===== config.mk =====
export PLATFORM = sky130hd
export DESIGN_NAME = dmem_arbiter_flat
export DESIGN_NICKNAME = d
export VERILOG_FILES = /design/src/rtl/dmem_arbiter_pkg.sv /design/src/rtl/dmem_arbiter_if.sv /design/src/rtl/dmem_arb_pick.sv /design/src/rtl/dmem_arbiter.sv /design/src/flat_wrapper.sv
export SDC_FILE = /design/constraint.sdc
export NUM_CORES = 1
export LEC_CHECK = 0
export BUFFER_PORTS_ARGS = -buffer_cell sky130_fd_sc_hd__buf_2
export CAP_MARGIN = 20
export CORE_MARGIN = 2
export CORE_UTILIZATION = 25
export DETAILED_ROUTE_END_ITERATION = 10
export GPL_TIMING_DRIVEN = 0
export REMOVE_ABC_BUFFERS = 1
export SLEW_MARGIN = 20
export SYNTH_ARGS = -nofsm -noshare
export SYNTH_HDL_FRONTEND = slang
export SYNTH_SLANG_ARGS = --single-unit

===== constraint.sdc =====
create_clock -name clk_i -period 1.85 [get_ports clk_i]
set_input_delay 0.37 -clock clk_i [delete_from_list [all_inputs] [get_ports clk_i]]
set_output_delay 0.37 -clock clk_i [all_outputs]
set_load 0.02 [all_outputs]

===== src/rtl/dmem_arbiter_pkg.sv =====
// -----------------------------------------------------------------------------
// singlecycle_pkg (data-memory arbiter slice)
//
// Shared types and constants for the data-memory path:
//   DATA_BASE_ADDR / DATA_LAST_ADDR : byte window backed by the data SRAM
//   DmemArbState_e                  : arbiter FSM states
//   DmemPort_e                      : requester identity (LSU / debug loader)
//   DmemReq_s                       : one request's fields
//   in_data_window()                : window decode helper
// -----------------------------------------------------------------------------
package singlecycle_pkg;

    // 8 KiB window: (0x4000 - 0x2000) / 4 = 2048 words = 2^11.
    localparam logic [31:0] DATA_BASE_ADDR = 32'h0000_2000;
    localparam logic [31:0] DATA_LAST_ADDR = 32'h0000_4000;

    typedef enum logic [1:0] {
        IDLE  = 2'd0,
        ISSUE = 2'd1,
        WAIT  = 2'd2,
        RESP  = 2'd3
    } DmemArbState_e;

    typedef enum logic {
        PORT_LSU = 1'b0,
        PORT_DBG = 1'b1
    } DmemPort_e;

    typedef struct packed {
        logic        wen;
        logic [31:0] addr;
        logic [31:0] wdata;
        logic [3:0]  bmask;
    } DmemReq_s;

    function automatic logic in_data_window(input logic [31:0] addr);
        return (addr >= DATA_BASE_ADDR) && (addr < DATA_LAST_ADDR);
    endfunction

endpackage


===== src/rtl/dmem_arbiter_if.sv =====
// -----------------------------------------------------------------------------
// dmem_arbiter_if
//
// One requester's req/ack channel into the data-memory arbiter.
//   req, wen, addr, wdata, bmask : request, held stable until ack
//   ack                          : one-cycle completion pulse
//   rdata, err                   : response, valid while ack is high
// Modports: master = requester side, slave = arbiter side.
// -----------------------------------------------------------------------------
interface dmem_arbiter_if;
    logic        req;
    logic        wen;
    logic [31:0] addr;
    logic [31:0] wdata;
    logic [3:0]  bmask;
    logic        ack;
    logic [31:0] rdata;
    logic        err;

    modport master (
        output req, wen, addr, wdata, bmask,
        input  ack, rdata, err
    );

    modport slave (
        input  req, wen, addr, wdata, bmask,
        output ack, rdata, err
    );
endinterface


===== src/rtl/dmem_arb_pick.sv =====
// -----------------------------------------------------------------------------
// dmem_arb_pick
//
// Winner select for the data-memory arbiter. LSU has priority, but after
// MAX_STREAK consecutive LSU grants made while the debug port was waiting,
// the debug port wins once.
//   clk_i, rst_i   : clock, synchronous active-high reset
//   lsu_req_i      : LSU request pending
//   dbg_req_i      : debug request pending
//   grant_i        : a grant is being made this cycle (arbiter in IDLE)
//   winner_o       : selected port (combinational)
// -----------------------------------------------------------------------------
module dmem_arb_pick
    import singlecycle_pkg::*;
#(
    parameter int MAX_STREAK = 4
) (
    input  logic      clk_i,
    input  logic      rst_i,
    input  logic      lsu_req_i,
    input  logic      dbg_req_i,
    input  logic      grant_i,
    output DmemPort_e winner_o
);

    localparam int SW = $clog2(MAX_STREAK + 1);

    logic [SW-1:0] streak_q;

    // NOTE: winner_o gets a default before any condition so no latch is inferred.
    always_comb begin
        winner_o = PORT_LSU;
        if (dbg_req_i && (!lsu_req_i || streak_q == SW'(MAX_STREAK))) begin
            winner_o = PORT_DBG;
        end
    end

    // The streak only counts LSU grants that actually made the debug port wait.
    // NOTE: sequential state uses non-blocking assignments only.
    always_ff @(posedge clk_i) begin
        if (rst_i) begin
            streak_q <= '0;
        end else if (grant_i) begin
            if (winner_o == PORT_DBG || !dbg_req_i) begin
                streak_q <= '0;
            end else begin
                streak_q <= streak_q + 1'b1;
            end
        end
    end

endmodule


===== src/rtl/dmem_arbiter.sv =====
// -----------------------------------------------------------------------------
// dmem_arbiter
//
// Shares the single-port data SRAM between the pipeline LSU and the debug /
// program loader using a fixed-latency req/ack protocol.
//   clk_i, rst_i     : clock, synchronous active-high reset
//   lsu              : LSU requester channel (slave side)
//   dbg              : debug/loader requester channel (slave side)
//   lsu_stall_o      : LSU request outstanding (to hazard unit)
//   sram_*           : SRAM macro interface (registered outputs)
//   perf_*           : saturating counters, present only when DMEM_ARB_PERF_EN
//                      is defined
// Sequence per access: IDLE (arbitrate, decode) -> ISSUE (cs high one cycle)
// -> WAIT (SRAM_LAT cycles) -> RESP (one-cycle ack). Out-of-window addresses
// skip straight from IDLE to RESP with err set and never touch the SRAM.
// -----------------------------------------------------------------------------
module dmem_arbiter
    import singlecycle_pkg::*;
#(
    parameter int SRAM_LAT   = 1,
    parameter int MAX_STREAK = 4,
    parameter int SRAM_AW    = 11
) (
    input  logic               clk_i,
    input  logic               rst_i,
    dmem_arbiter_if.slave      lsu,
    dmem_arbiter_if.slave      dbg,
    output logic               lsu_stall_o,
    output logic               sram_cs_o,
    output logic               sram_we_o,
    output logic [SRAM_AW-1:0] sram_addr_o,
    output logic [31:0]        sram_wdata_o,
    output logic [3:0]         sram_bmask_o,
    input  logic [31:0]        sram_rdata_i
`ifdef DMEM_ARB_PERF_EN
    ,
    output logic [31:0]        perf_conflict_o,
    output logic [31:0]        perf_lsu_stall_o,
    output logic [31:0]        perf_err_o
`endif
);

    DmemArbState_e state_q;
    DmemPort_e     port_q;
    DmemPort_e     winner;
    DmemReq_s      sel;
    logic          wen_q;
    logic [2:0]    lat_cnt_q;
    logic          any_req;
    logic [31:0]   resp_data;

    assign any_req     = lsu.req | dbg.req;
    assign lsu_stall_o = lsu.req & ~lsu.ack;
    assign resp_data   = wen_q ? 32'h0 : sram_rdata_i;

    dmem_arb_pick #(
        .MAX_STREAK (MAX_STREAK)
    ) u_pick (
        .clk_i     (clk_i),
        .rst_i     (rst_i),
        .lsu_req_i (lsu.req),
        .dbg_req_i (dbg.req),
        .grant_i   (state_q == IDLE && any_req),
        .winner_o  (winner)
    );

    always_comb begin
        if (winner == PORT_DBG) begin
            sel = '{wen: dbg.wen, addr: dbg.addr, wdata: dbg.wdata, bmask: dbg.bmask};
        end else begin
            sel = '{wen: lsu.wen, addr: lsu.addr, wdata: lsu.wdata, bmask: lsu.bmask};
        end
    end

    // SRAM and response outputs are registered, so each is set on the edge
    // that enters the state in which it must be visible.
    always_ff @(posedge clk_i) begin
        if (rst_i) begin
            state_q      <= IDLE;
            port_q       <= PORT_LSU;
            wen_q        <= 1'b0;
            lat_cnt_q    <= '0;
            sram_cs_o    <= 1'b0;
            sram_we_o    <= 1'b0;
            sram_addr_o  <= '0;
            sram_wdata_o <= '0;
            sram_bmask_o <= '0;
            lsu.ack      <= 1'b0;
            lsu.rdata    <= '0;
            lsu.err      <= 1'b0;
            dbg.ack      <= 1'b0;
            dbg.rdata    <= '0;
            dbg.err      <= 1'b0;
        end else begin
            case (state_q)
                IDLE: begin
                    if (any_req) begin
                        port_q <= winner;
                        wen_q  <= sel.wen;
                        if (in_data_window(sel.addr)) begin
                            state_q      <= ISSUE;
                            sram_cs_o    <= 1'b1;
                            sram_we_o    <= sel.wen;
                            // Word offset into the window; byte lane bits dropped.
                            sram_addr_o  <= SRAM_AW'((sel.addr - DATA_BASE_ADDR) >> 2);
                            sram_wdata_o <= sel.wdata;
                            sram_bmask_o <= sel.bmask;
                        end else begin
                            state_q <= RESP;
                            if (winner == PORT_DBG) begin
                                dbg.ack <= 1'b1;
                                dbg.err <= 1'b1;
                            end else begin
                                lsu.ack <= 1'b1;
                                lsu.err <= 1'b1;
                            end
                        end
                    end
                end
                ISSUE: begin
                    sram_cs_o <= 1'b0;
                    sram_we_o <= 1'b0;
                    lat_cnt_q <= 3'(SRAM_LAT);
                    state_q   <= WAIT;
                end
                WAIT: begin
                    if (lat_cnt_q == 3'd1) begin
                        state_q <= RESP;
                        if (port_q == PORT_DBG) begin
                            dbg.ack   <= 1'b1;
                            dbg.rdata <= resp_data;
                        end else begin
                            lsu.ack   <= 1'b1;
                            lsu.rdata <= resp_data;
                        end
                    end else begin
                        lat_cnt_q <= lat_cnt_q - 1'b1;
                    end
                end
                RESP: begin
                    lsu.ack   <= 1'b0;
                    lsu.rdata <= '0;
                    lsu.err   <= 1'b0;
                    dbg.ack   <= 1'b0;
                    dbg.rdata <= '0;
                    dbg.err   <= 1'b0;
                    state_q   <= IDLE;
                end
                default: state_q <= IDLE;
            endcase
        end
    end

`ifdef DMEM_ARB_PERF_EN
    always_ff @(posedge clk_i) begin
        if (rst_i) begin
            perf_conflict_o  <= '0;
            perf_lsu_stall_o <= '0;
            perf_err_o       <= '0;
        end else begin
            if (state_q == IDLE && lsu.req && dbg.req && perf_conflict_o != '1) begin
                perf_conflict_o <= perf_conflict_o + 1'b1;
            end
            if (lsu_stall_o && perf_lsu_stall_o != '1) begin
                perf_lsu_stall_o <= perf_lsu_stall_o + 1'b1;
            end
            if (((lsu.ack && lsu.err) || (dbg.ack && dbg.err)) && perf_err_o != '1) begin
                perf_err_o <= perf_err_o + 1'b1;
            end
        end
    end
`endif

endmodule

===== src/flat_wrapper.sv =====
// flat-port wrapper written by rule: the top's interface ports become plain ports
module dmem_arbiter_flat import singlecycle_pkg::*;
#(
    parameter int SRAM_LAT   = 1,
    parameter int MAX_STREAK = 4,
    parameter int SRAM_AW    = 11
)
  (clk_i, rst_i, lsu_stall_o, sram_cs_o, sram_we_o, sram_addr_o, sram_wdata_o, sram_bmask_o, sram_rdata_i, lsu_req, lsu_wen, lsu_addr, lsu_wdata, lsu_bmask, lsu_ack, lsu_rdata, lsu_err, dbg_req, dbg_wen, dbg_addr, dbg_wdata, dbg_bmask, dbg_ack, dbg_rdata, dbg_err);
  dmem_arbiter_if lsu_i ();
  dmem_arbiter_if dbg_i ();
  input  logic clk_i;
  input  logic rst_i;
  output logic lsu_stall_o;
  output logic sram_cs_o;
  output logic sram_we_o;
  output logic [SRAM_AW-1:0] sram_addr_o;
  output logic [31:0] sram_wdata_o;
  output logic [3:0] sram_bmask_o;
  input  logic [31:0] sram_rdata_i;
  input wire logic [$bits(lsu_i.req)-1:0] lsu_req;
  input wire logic [$bits(lsu_i.wen)-1:0] lsu_wen;
  input wire logic [$bits(lsu_i.addr)-1:0] lsu_addr;
  input wire logic [$bits(lsu_i.wdata)-1:0] lsu_wdata;
  input wire logic [$bits(lsu_i.bmask)-1:0] lsu_bmask;
  output wire logic [$bits(lsu_i.ack)-1:0] lsu_ack;
  output wire logic [$bits(lsu_i.rdata)-1:0] lsu_rdata;
  output wire logic [$bits(lsu_i.err)-1:0] lsu_err;
  input wire logic [$bits(dbg_i.req)-1:0] dbg_req;
  input wire logic [$bits(dbg_i.wen)-1:0] dbg_wen;
  input wire logic [$bits(dbg_i.addr)-1:0] dbg_addr;
  input wire logic [$bits(dbg_i.wdata)-1:0] dbg_wdata;
  input wire logic [$bits(dbg_i.bmask)-1:0] dbg_bmask;
  output wire logic [$bits(dbg_i.ack)-1:0] dbg_ack;
  output wire logic [$bits(dbg_i.rdata)-1:0] dbg_rdata;
  output wire logic [$bits(dbg_i.err)-1:0] dbg_err;
  assign lsu_i.req = lsu_req;
  assign lsu_i.wen = lsu_wen;
  assign lsu_i.addr = lsu_addr;
  assign lsu_i.wdata = lsu_wdata;
  assign lsu_i.bmask = lsu_bmask;
  assign lsu_ack = lsu_i.ack;
  assign lsu_rdata = lsu_i.rdata;
  assign lsu_err = lsu_i.err;
  assign dbg_i.req = dbg_req;
  assign dbg_i.wen = dbg_wen;
  assign dbg_i.addr = dbg_addr;
  assign dbg_i.wdata = dbg_wdata;
  assign dbg_i.bmask = dbg_bmask;
  assign dbg_ack = dbg_i.ack;
  assign dbg_rdata = dbg_i.rdata;
  assign dbg_err = dbg_i.err;
  dmem_arbiter #(.SRAM_LAT(SRAM_LAT), .MAX_STREAK(MAX_STREAK), .SRAM_AW(SRAM_AW)) u_core (.clk_i(clk_i), .rst_i(rst_i), .lsu(lsu_i), .dbg(dbg_i), .lsu_stall_o(lsu_stall_o), .sram_cs_o(sram_cs_o), .sram_we_o(sram_we_o), .sram_addr_o(sram_addr_o), .sram_wdata_o(sram_wdata_o), .sram_bmask_o(sram_bmask_o), .sram_rdata_i(sram_rdata_i));
endmodule

==> impl_metrics.toml <==
[run_status]
status = "complete, but fails checks"
violations = "negative setup slack"

[worst_setup_path]
rr_startpoint = "u_core.u_pick.streak_q[0]"
worstPathArrival_ns = 2.38
rrSetupSlack_ns = -0.17
worstSetupPathType = "flip-flop to flip-flop"
cp-start-kind = "flip-flop"
required_ns = 2.21
crit_path_end_kind = "flip-flop"
rr_worst_depth = 8
cp_max_fo = 7
r2r_end = "u_core.sram_wdata_o[30]"

[hold_path]
hp-class = "input port to flip-flop"
hold_depth = 3
whs_endpoint = "u_core.lsu.rdata[7]"
hp-start = "sram_rdata_i[7]"

[floorplanning]
rows = 56
start_util_pct = 25.3
io_pins = 292
core_um2 = 23300
dieArea_um2 = 24800
fp.dieH_um = 157
die_w_um = 157

[logic_synthesis]
synth_area_leader_cell = "dfxtp_1"
synth_edf_count = 0
syn_inst = 696
syn_area_per_cell_um2 = 8.45
syn_area_um2 = 5880
netlist_top_cells_area = "dfxtp_1 43%, mux2i_1 8.9%, a21oi_1 6.1%"
async_reset_ff_share_pct = 0
synth_top_area_share_pct = 43.2
ys_top_cells_by_count = "127 x dfxtp_1, 77 x nand2_1, 72 x a21oi_1, 70 x nand3_1"
yosysUniqueCellTypes = 45
synth-seq-cells = 127
yosysMostFrequentCell = "dfxtp_1"
yosysWarnings = 0
seq_area_frac_synth_pct = 43.2
synth_flop_cell = "dfxtp_1"

[finish]
final_layout_size_suffix_gt1_share_pct = 42.2
finish.utilization_pct = 38.7
area.growth.synth_to_final_pct = 53.1
final_nets = 1167

[clock_tree]
clkTransAtPathRegs_ns = 0.07
clock_path_buffers = 2
clkSinkCount = 127
cts_tree = "done"
clock_latency_ns = 0.42
root_buffer = "clkbuf_16"
htreeDepth = 4
cts_hold_buf = 0
cts_buffers = 17

[drt]
post-route-drc-count = 0
postRouteAntennaNets = 0
first_iter_violations = 391
routed_wl_um = 23000
vias_per_cell = 4.78
firstDrtPassIters = 5
vias = 6306
wl_per_cell_um = 17.4

[sta]
slew_headroom_pct = 53.3
max_freq_ghz = 0.494
clock_skew_ns = 0.00770
fin_ws_ns = -0.175
setup_tns_ns = -5.58
rsz0062_at_grt = "yes"
hold_viol = 0
final_max_slew_viol_count = 0
tightest_slew_ns = 0.694
whs_ns = 0.213
setup_viol = 50
fin_crit_sh_pct = 109
period_needed_ns = 2.02

[grt]
grt_pass1_vias = 5935
overflow = 0
grt_max_degree = 91
antenna_found_initial = 1
grt_pass1_wl_um = 33800
track_usage_pct = 18.2

[pwr]
p_per_area_nw_per_um2 = 1130
leakage_nw = 3.99
ir_drop_mv = 0.487

[place]
io_buffers = 287
pre_cts_slack_ns = -1.21
place_congestion = 0.778
dp_hpwl_um = 12800

[flow_run]
max_cap_violations = 0
[timing repair]
item                       CTS  global route
resized for setup           46            29
cloned                      16             2
pin swaps                   33            23
setup endpoints to repair  121           116
buffers inserted            23             2
[power by group]
| part | leakage, nW | internal, mW | switching [mW] |
|---|---|---|---|
| clock network | 0.294 | 2.04 | 1.42 |
| registers | 1.03 | 3.04 | 0.210 |
| logic | 2.67 | 1.31 | 2.14 |
| total | 3.99 | 6.39 | 3.77 |
[layer usage]
metal  vias to the layer above  track usage, %  routed length (um)
met3                        19            4.27                1450
li1                       3096               -                   -
met2                       261            31.8               11300
met5                         -               0                   0
met1                      2930            22.2                9930
met4                         0            5.11                 349
[kinds of logic after synthesis]
group	share of synthesized area (%)
buffers and inverters	5.53
multiplexers	9.04
XOR/XNOR	0.298
AO/OA/AOI/OAI	13.1
flip-flops	43.2
AND/OR/NAND/NOR	27.1
adder cells (fa/ha/maj)	1.70
[registers in the layout (all words and copies together) (netlist names), 2 cells and up]
register                count
u_core.sram_bmask_o         4
u_core.sram_wdata_o        32
u_core.state_q              2
u_core.lsu.rdata           32
u_core.sram_addr_o         11
u_core.dbg.rdata           32
u_core.u_pick.streak_q      3
u_core.lat_cnt_q            3
[cell usage in the layout, fill, tap and decap left out, types with 19 or more instances in the layout]
cell type	netlist	routed
nand2b_1	52	51
dfxtp_1	127	125
or4_1	48	44
mux2i_1	52	51
o21ai_1	42	27
nand3_1	70	67
nand2_1	77	74
clkbuf_16	0	19
buf_2	6	286
a21oi_1	72	71
[cell type report]
class | count | area [um2]
Antenna cell | 1 | 2.50
Clock buffer | 17 | 425
Clock inverter | 15 | 174
Fill cell | 2371 | 14300
Inverter | 10 | 37.5
Multi-Input combinational cell | 510 | 3480
Sequential cell | 127 | 2540
Tap cell | 319 | 399
Timing Repair Buffer | 319 | 1940
[worst max-delay path, stage by stage, from the launching register on]
cell,delay [ns]
dfxtp_2,0.33
inv_2,0.07
ha_4,0.15
a21bo_4,0.20
nand2_8,0.09
buf_6,0.15
o32a_4,0.38
or4_4,0.53
o21ai_2,0.06
[stage by stage]
| stage | cells | power, mW | cell area (um2) |
|---|---|---|---|
| 2_1_floorplan | 633 | 5.00 | 5590 |
| 3_3_place_gp | 1239 | 5.89 | 7430 |
| 3_5_place_dp | 1244 | 6.28 | 7600 |
| 4_1_cts | 1315 | 10.2 | 8860 |
| 5_1_grt | 1318 | 10.7 | 9000 |
| 6_report | 1318 | 10.2 | 9000 |
[worst max path at each step]
stage | startpoint | end | slack, ns | depth (start not counted)
floorplan | u_core.u_pick.streak_q[0] | u_core.sram_we_o | -1.86 | 7
global placement | dbg_req | u_core.sram_we_o | -5.35 | 4
detailed placement | lsu_req | u_core.sram_wdata_o[15] | -1.21 | 7
CTS | u_core.u_pick.streak_q[0] | u_core.sram_wdata_o[21] | -0.15 | 8
global route | u_core.u_pick.streak_q[1] | u_core.sram_wdata_o[14] | -0.28 | 9
finish | u_core.u_pick.streak_q[0] | u_core.sram_wdata_o[30] | -0.17 | 8
Power figures use the tool's default switching activity.
